==> src/rtl/hvsync_generator.sv <==
// VGA 640x480@60 timing generator: free-running X/Y counters with registered
// sync and display-enable outputs that line up with the X/Y presented.
module hvsync_generator #(
  parameter int   H_VISIBLE    = 640,
  parameter int   H_FRONT      = 16,
  parameter int   H_SYNC       = 96,
  parameter int   H_BACK       = 48,
  parameter int   V_VISIBLE    = 480,
  parameter int   V_FRONT      = 10,
  parameter int   V_SYNC       = 2,
  parameter int   V_BACK       = 33,
  parameter logic HSYNC_ACTIVE = 1'b0,
  parameter logic VSYNC_ACTIVE = 1'b0
) (
  input  logic       i_clk,
  input  logic       i_reset_n,
  output logic       o_vga_h_sync,
  output logic       o_vga_v_sync,
  output logic [9:0] o_HCounterX,
  output logic [9:0] o_HCounterY,
  output logic       o_inDisplayArea
);

  localparam int H_TOTAL = H_VISIBLE + H_FRONT + H_SYNC + H_BACK;
  localparam int V_TOTAL = V_VISIBLE + V_FRONT + V_SYNC + V_BACK;

  localparam logic [9:0] H_LAST     = 10'(H_TOTAL - 1);
  localparam logic [9:0] V_LAST     = 10'(V_TOTAL - 1);
  localparam logic [9:0] H_VIS      = 10'(H_VISIBLE);
  localparam logic [9:0] V_VIS      = 10'(V_VISIBLE);
  localparam logic [9:0] HS_START   = 10'(H_VISIBLE + H_FRONT);
  localparam logic [9:0] HS_END     = 10'(H_VISIBLE + H_FRONT + H_SYNC);
  localparam logic [9:0] VS_START   = 10'(V_VISIBLE + V_FRONT);
  localparam logic [9:0] VS_END     = 10'(V_VISIBLE + V_FRONT + V_SYNC);

  logic [9:0] x_q, x_d;
  logic [9:0] y_q, y_d;
  logic       hs_q, hs_d;
  logic       vs_q, vs_d;
  logic       de_q, de_d;

  // Flags are derived from the next counter values so that after the edge the
  // registered flags describe the registered X/Y in the same cycle.
  always_comb begin
    x_d = x_q + 10'd1;
    y_d = y_q;
    if (x_q == H_LAST) begin
      x_d = '0;
      if (y_q == V_LAST) begin
        y_d = '0;
      end else begin
        y_d = y_q + 10'd1;
      end
    end
    de_d = (x_d < H_VIS) && (y_d < V_VIS);
    hs_d = ((x_d >= HS_START) && (x_d < HS_END)) ? HSYNC_ACTIVE : ~HSYNC_ACTIVE;
    vs_d = ((y_d >= VS_START) && (y_d < VS_END)) ? VSYNC_ACTIVE : ~VSYNC_ACTIVE;
  end

  always_ff @(posedge i_clk or negedge i_reset_n) begin
    if (!i_reset_n) begin
      x_q  <= '0;
      y_q  <= '0;
      hs_q <= ~HSYNC_ACTIVE;
      vs_q <= ~VSYNC_ACTIVE;
      de_q <= 1'b0;
    end else begin
      x_q  <= x_d;
      y_q  <= y_d;
      hs_q <= hs_d;
      vs_q <= vs_d;
      de_q <= de_d;
    end
  end

  assign o_HCounterX     = x_q;
  assign o_HCounterY     = y_q;
  assign o_vga_h_sync    = hs_q;
  assign o_vga_v_sync    = vs_q;
  assign o_inDisplayArea = de_q;

endmodule

==> config.mk <==
export PLATFORM = sky130hd
export DESIGN_NAME = hvsync_generator
export DESIGN_NICKNAME = d
export VERILOG_FILES = /design/src/rtl/hvsync_generator.sv
export SDC_FILE = /design/constraint.sdc
export NUM_CORES = 1
export LEC_CHECK = 0
export BUFFER_PORTS_ARGS = -buffer_cell sky130_fd_sc_hd__buf_2
export CORE_ASPECT_RATIO = 1.2
export CORE_MARGIN = 1.5
export CORE_UTILIZATION = 55
export DETAILED_ROUTE_END_ITERATION = 10
export PLACE_DENSITY_LB_ADDON = 0.05
export SYNTH_ARGS = -nofsm -noshare
export SYNTH_HDL_FRONTEND = slang
export SYNTH_SLANG_ARGS = --single-unit
==> constraint.sdc <==
create_clock -name i_clk -period 6.8 [get_ports i_clk]
set_input_delay 0 -clock i_clk [delete_from_list [all_inputs] [get_ports i_clk]]
set_output_delay 0 -clock i_clk [all_outputs]
set_load 0.01 [all_outputs]
==> metrics, run 1 <==
status=finished, final reports clean; Final Cell Area=about 1500 µm²; ys async rst share=1.00; most common cell after layout, fill and taps aside=buf_2; Via density=5.90; Area Overhead vs Synth=12.5%; MaxCap Viol Count=0; Netlist cell types=44; CTS root buf=clkbuf_4; FF+latch count, synth=23; sequential share of the synthesized area=0.443; Final Max Slew Viols=0; Sw Ratio=0.209; CP Class=register to register; Clock Power Share=0.309; H-tree depth=1; die area=2680 µm²; clk slew on worst S/H paths=0.12 ns; Final TNS setup=0 ns; Initial Util=0.578; die height=56.4 µm; Residual DRC=0; RD Place Congestion=roughly 0.86; share of the synthesized area in the top cell type=0.402; Mapped Area=~1300 µm²; largest area contributor in the netlist=dfrtp_1; Reg power frac=0.675; final hold vios=0; Comb power frac=0.016; Synth area leaders=dfrtp_1, xor2_1, nand2_1, dfstp_2, nand3_1; pwr dens=138 nW/µm²; critical path required time=7.03 ns; placed cell area=1430 µm²; internal power=160 µW; Total Routing Usage GR=0.239; share of layout cells above drive strength 1=0.224; n_diodes=0; Arr. time, crit path=2.76 ns; core area=approximately 2300 µm²; worst-case clock buffer depth=2; critical path capture point type=register; final wirelength=2810 µm; Pre-antenna DRT Iters=5; worst-margin pin slew=roughly 0.66 ns; syn nets=around 140; Synth Area per Inst=9.47 µm²; DIE WIDTH=around 47 µm; fill cell count=198; Sw Pwr=roughly 42 µW; Hold Crit Class=primary input to async pin; worst-path fanout max=10; 1st-iter DRT viols=16; clk_skew=0.00569 ns; GR Overflow Total=0; RSZ-0062 raised after global routing=no; number of global-route vias before repair=1031; Synth Instances=138; CTS Buf Count=3; commonest cells after routing, fill and taps aside=buf_2, dfrtp_1, nand2_1; synthesis warning total=0; nets@finish=167; first-pass GRT wire length=4630 µm; CTS tree=done; initial antenna violation count=0; Final min period=2.53 ns; total number of vias=1133; # IOs=25; largest net degree at the start of global routing=24; Worst slew margin=0.554; Worst-Skew Late Latency=0.31 ns; Site Rows=19; maximum clock rate=395 MHz; Antenna Nets Post-Route=0; fin crit share=0.372; element type at the critical path start=register; post-CTS setup buffers=0; clock sinks=23; Static Leakage=0.000652 µW; I/O Buffers=24; Post-synth top flop=dfrtp_1; Post-synth EDFFs=0; drt wl/cell=14.6 µm; VDD IR max=0.113 mV; Detail Placement HPWL=2130 µm; Final setup viols=0
==> routing by layer <==
| metal | up-vias | track usage | share of wire | routed length (µm) |
|---|---|---|---|---|
| li1 | 542 | - | - | - |
| met1 | 564 | 0.301 | 0.41 | 1140 |
| met2 | 23 | 0.407 | 0.56 | 1570 |
| met3 | 4 | 0.0289 | 0.024 | 67 |
| met4 | 0 | 0.0714 | 0.011 | 32 |
| met5 | - | 0 | 0 | 0 |
==> stage by stage <==
| stage | util | setup WS (ns) | hold WS, ns | total power (µW) | cells |
|---|---|---|---|---|---|
| 2_1_floorplan | - | 4.51 | -0.296 | 139 | 138 |
| 3_3_place_gp | 0.634 | 4.44 | -0.00862 | 142 | 187 |
| 3_5_place_dp | 0.634 | 4.31 | 0.00132 | 142 | 187 |
| 4_1_cts | 0.650 | 4.27 | 0.191 | 205 | 192 |
| 5_1_grt | 0.650 | 4.01 | 0.234 | 211 | 192 |
| 6_report | 0.650 | 4.27 | 0.191 | 203 | 192 |
==> state kept, by name, summed over array words and instances, names as in the netlist <==
signal and flops:
o_HCounterX 10, o_vga_v_sync 1, o_HCounterY 10, o_inDisplayArea 1, o_vga_h_sync 1
==> Yosys cell counts (2+ instances only) <==
cell,count
nor3_1,2
mux2_2,2
clkbuf_1,2
nand3b_1,2
xnor2_1,2
nor2b_1,2
nor2_1,12
dfrtp_1,21
inv_1,5
mux2i_1,2
xor2_1,7
a211oi_1,2
nor4_1,5
ha_1,3
a22o_1,2
or3_1,4
nand2_1,16
nand3_1,10
nand4_1,4
o21ai_0,7
dfstp_2,2
buf_2,2
==> area by class of cell <==
class | count | area, µm² | area share
multi-input combinational | 104 | 677 | 0.461
inverter | 5 | 18.8 | 0.0128
tap | 31 | 38.8 | 0.0264
timing repair buffer | 25 | 130 | 0.0886
clock buffer | 4 | 26.3 | 0.0179
sequential | 23 | 578 | 0.394
==> power groups by stage <==
stage                     registers, µW  logic, µW  clock network, µW
after floorplan                     139   0.000239                  0
after global placement              139       2.86                  0
after detailed placement            139       2.98                  0
after CTS                           137       3.40               64.4
after global routing                137       3.90               70.4
final                               137       3.25               62.5
==> cells by family after synthesis <==
kind of cell / count (synthesis) / synth area share
adder cells (fa/ha/maj): 3 / 0.0287
multiplexers: 4 / 0.0326
buffers and inverters: 11 / 0.0393
AO/OA/AOI/OAI: 22 / 0.118
AND/OR/NAND/NOR: 66 / 0.279
XOR/XNOR: 9 / 0.0603
flip-flops: 23 / 0.443
==> path summary, 6_finish.rpt <==
path                           startpoint              to  slack (ns)  cells after the start
hold / removal                  i_reset_n  o_HCounterY[7]        0.19                      2
setup reg to reg           o_HCounterX[0]    o_vga_v_sync        4.27                      6
min in group i_clk         o_HCounterX[0]  o_HCounterX[0]        0.53                      1
hold reg to reg            o_HCounterX[0]  o_HCounterX[0]        0.53                      1
setup / recovery           o_HCounterX[0]    o_vga_v_sync        4.27                      6
max in group asynchronous       i_reset_n    o_vga_h_sync        6.24                      2
==> critical path, cell delays in order (launching register included) <==
cell,delay [ns]
dfrtp_1,0.43
ha_1,0.27
nand4_1,0.23
nor3_2,0.63
o21ai_1,0.15
a21o_1,0.23
or4b_1,0.52
==> timing repair <==
action / CTS / global route
gates resized for setup: 0 / 0
hold endpoints to repair: 21 / 0
hold buffers: 1 / 0
Note: power is estimated with default switching activity, not from simulation.
==> run 2: changes to the inputs <==
CORE_UTILIZATION = 49   (was 55)
clock period = 2.3 ns   (was 6.8 ns; I/O delays follow)
==> run 2 against run 1 <==
Combinational power rose to 3.0 times the previous value. Routed wire length up 6.2%. Design area up 9.5%. Clock skew rose by 0.0028 ns. Power grew to 3.0 times the previous value. Highest routed layer unchanged. Via count grew 4.6%. Utilization decreased by 1.4 points. Global-route usage is 2.0 points lower. Maximum frequency up 16%. Cell count increased by 9.4%. Clock power grew to 3.0 times the previous value.
==> metrics, run 2 (same netlist as run 1, synthesis figures left out) <==
status=finished, final reports clean; worst r2r path cells=5 (-1); Placed Cells=203 (+8.6%); first-pass GRT wire length=4910 µm (+6.1%); initial antenna violation count=0 (unchanged); commonest cells after routing, fill and taps aside=buf_2, dfrtp_1, nand2_1, buf_4, nor2_1; Residual DRC=0 (unchanged); CTS tree=done; final wirelength=2980 µm (+6.2%); maximum clock rate=458 MHz (+16%); most common cell after layout, fill and taps aside=buf_2; Via density=5.64 (-4.4%); Detail Placement HPWL=2240 µm (+5.2%); die area=2990 µm² (+12%); Initial Util=0.517 (-0.0616); fin crit share=0.949 (+0.577); Pre-antenna DRT Iters=4 (-1); CP Class=register to register; Antenna Nets Post-Route=0 (unchanged); MaxCap Viol Count=0 (unchanged); clock sinks=23 (unchanged); fin cells=210 (+9.4%); final hold vios=0 (unchanged); total number of vias=1185 (+4.6%); pwr dens=372 nW/µm² (+170%); critical path capture point type=register; Final setup viols=0 (unchanged); drt wl/cell=14.2 µm (-2.9%); Final Max Slew Viols=0 (unchanged); I/O Buffers=24 (unchanged); r2r endpoint=o_vga_v_sync; fill cell count=236 (+19%); n_diodes=0 (unchanged); # IOs=25 (unchanged); Worst R2R Start=o_HCounterX[5]; H-tree depth=1 (unchanged); RD Place Congestion=0.778 (-9.2%); GR Overflow Total=0 (unchanged); VDD IR max=0.319 mV (+180%); worst-margin pin slew=0.526 ns (-0.138 ns); Hold Crit Class=primary input to async pin; R2R Setup Slk=0.12 ns (-4.15 ns); critical path required time=2.54 ns (-4.49 ns); die height=59.6 µm (+5.6%); CTS Buf Count=3 (unchanged); worst-path fanout max=6 (-4); nets@finish=183 (+9.6%); number of global-route vias before repair=1114 (+8.1%); Hold Worst Slack=0.185 ns (-0.00577 ns); Arr. time, crit path=2.42 ns (-0.34 ns); Worst-Skew Late Latency=0.31 ns (about the same); Site Rows=20 (+1); Worst slew margin=0.649 (+0.0947); 1st-iter DRT viols=15 (-1); worst-case clock buffer depth=2 (unchanged); CTS root buf=clkbuf_4; DIE WIDTH=50.1 µm (+5.6%); share of layout cells above drive strength 1=0.311 (+0.0871); element type at the critical path start=register; Area Overhead vs Synth=23.2%; clk slew on worst S/H paths=0.12 ns (about the same); core area=2530 µm² (+12%); Total Routing Usage GR=0.219 (-0.0200); Static Leakage=0.000736 µW (+13%); clk_skew=0.00848 ns (+0.00279 ns); largest net degree at the start of global routing=24 (unchanged); Final min period=2.18 ns (-0.347 ns)
## run 2: worst max-delay path by stage
stage                         from           end  slack (ns)  depth (start not counted)
CTS                 o_HCounterY[5]  o_vga_v_sync        0.08                          5
global route        o_HCounterX[0]  o_vga_v_sync       -0.03                          7
floorplan           o_HCounterX[5]  o_vga_v_sync        0.01                          8
global placement    o_HCounterY[5]  o_vga_v_sync        0.14                          5
finish              o_HCounterX[5]  o_vga_v_sync        0.12                          5
detailed placement  o_HCounterX[5]  o_vga_v_sync        0.10                          5
## run 2: cell type report
cell class | count | area [µm²] | area share
clock buffer | 4 | 26.3 | 0.0163
timing repair buffer | 41 | 250 | 0.156
tap | 33 | 41.3 | 0.0257
multi-input combinational | 104 | 694 | 0.432
sequential | 23 | 578 | 0.359
inverter | 5 | 18.8 | 0.0117
## run 2: layer usage
metal  vias up  wire, µm  global-route usage
met2        17      1570               0.404
met1       585      1300               0.252
li1        577         -                   -
met5         -         0                   0
met3         6        62              0.0303
met4         0        51              0.0873
## run 2: metrics by stage
step	area [µm²]	setup WS, ns	util	TNS (ns)	power [µW]
after global routing	1610	-0.0270	0.637	-0.0270	622
final	1610	0.118	0.637	0	599
after detailed placement	1540	0.101	0.609	0	421
after CTS	1580	0.0777	0.624	0	604
after floorplan	1310	0.0116	-	0	412
after global placement	1540	0.139	0.609	0	421
## run 2: repair_timing
item                                    4_1_cts  5_1_grt
setup buffers                                 0        2
endpoints found under the hold margin        21        0
endpoints found under the setup margin        0        1
gates resized for setup                       0        3
hold buffers                                  1        0
## run 2: critical path, cell delays in order (launching register included)
cell and delay [ns]:
dfrtp_1 0.40, or3_1 0.50, nor4_2 0.34, xor2_1 0.20
and3b_1 0.22, or4b_1 0.45
## run 2: power by group
group / internal, µW / total (µW) / switching [µW]
clock: 67.7 / 185 / 117
combinational: 1.71 / 9.61 / 7.91
sequential: 404 / 404 / 0
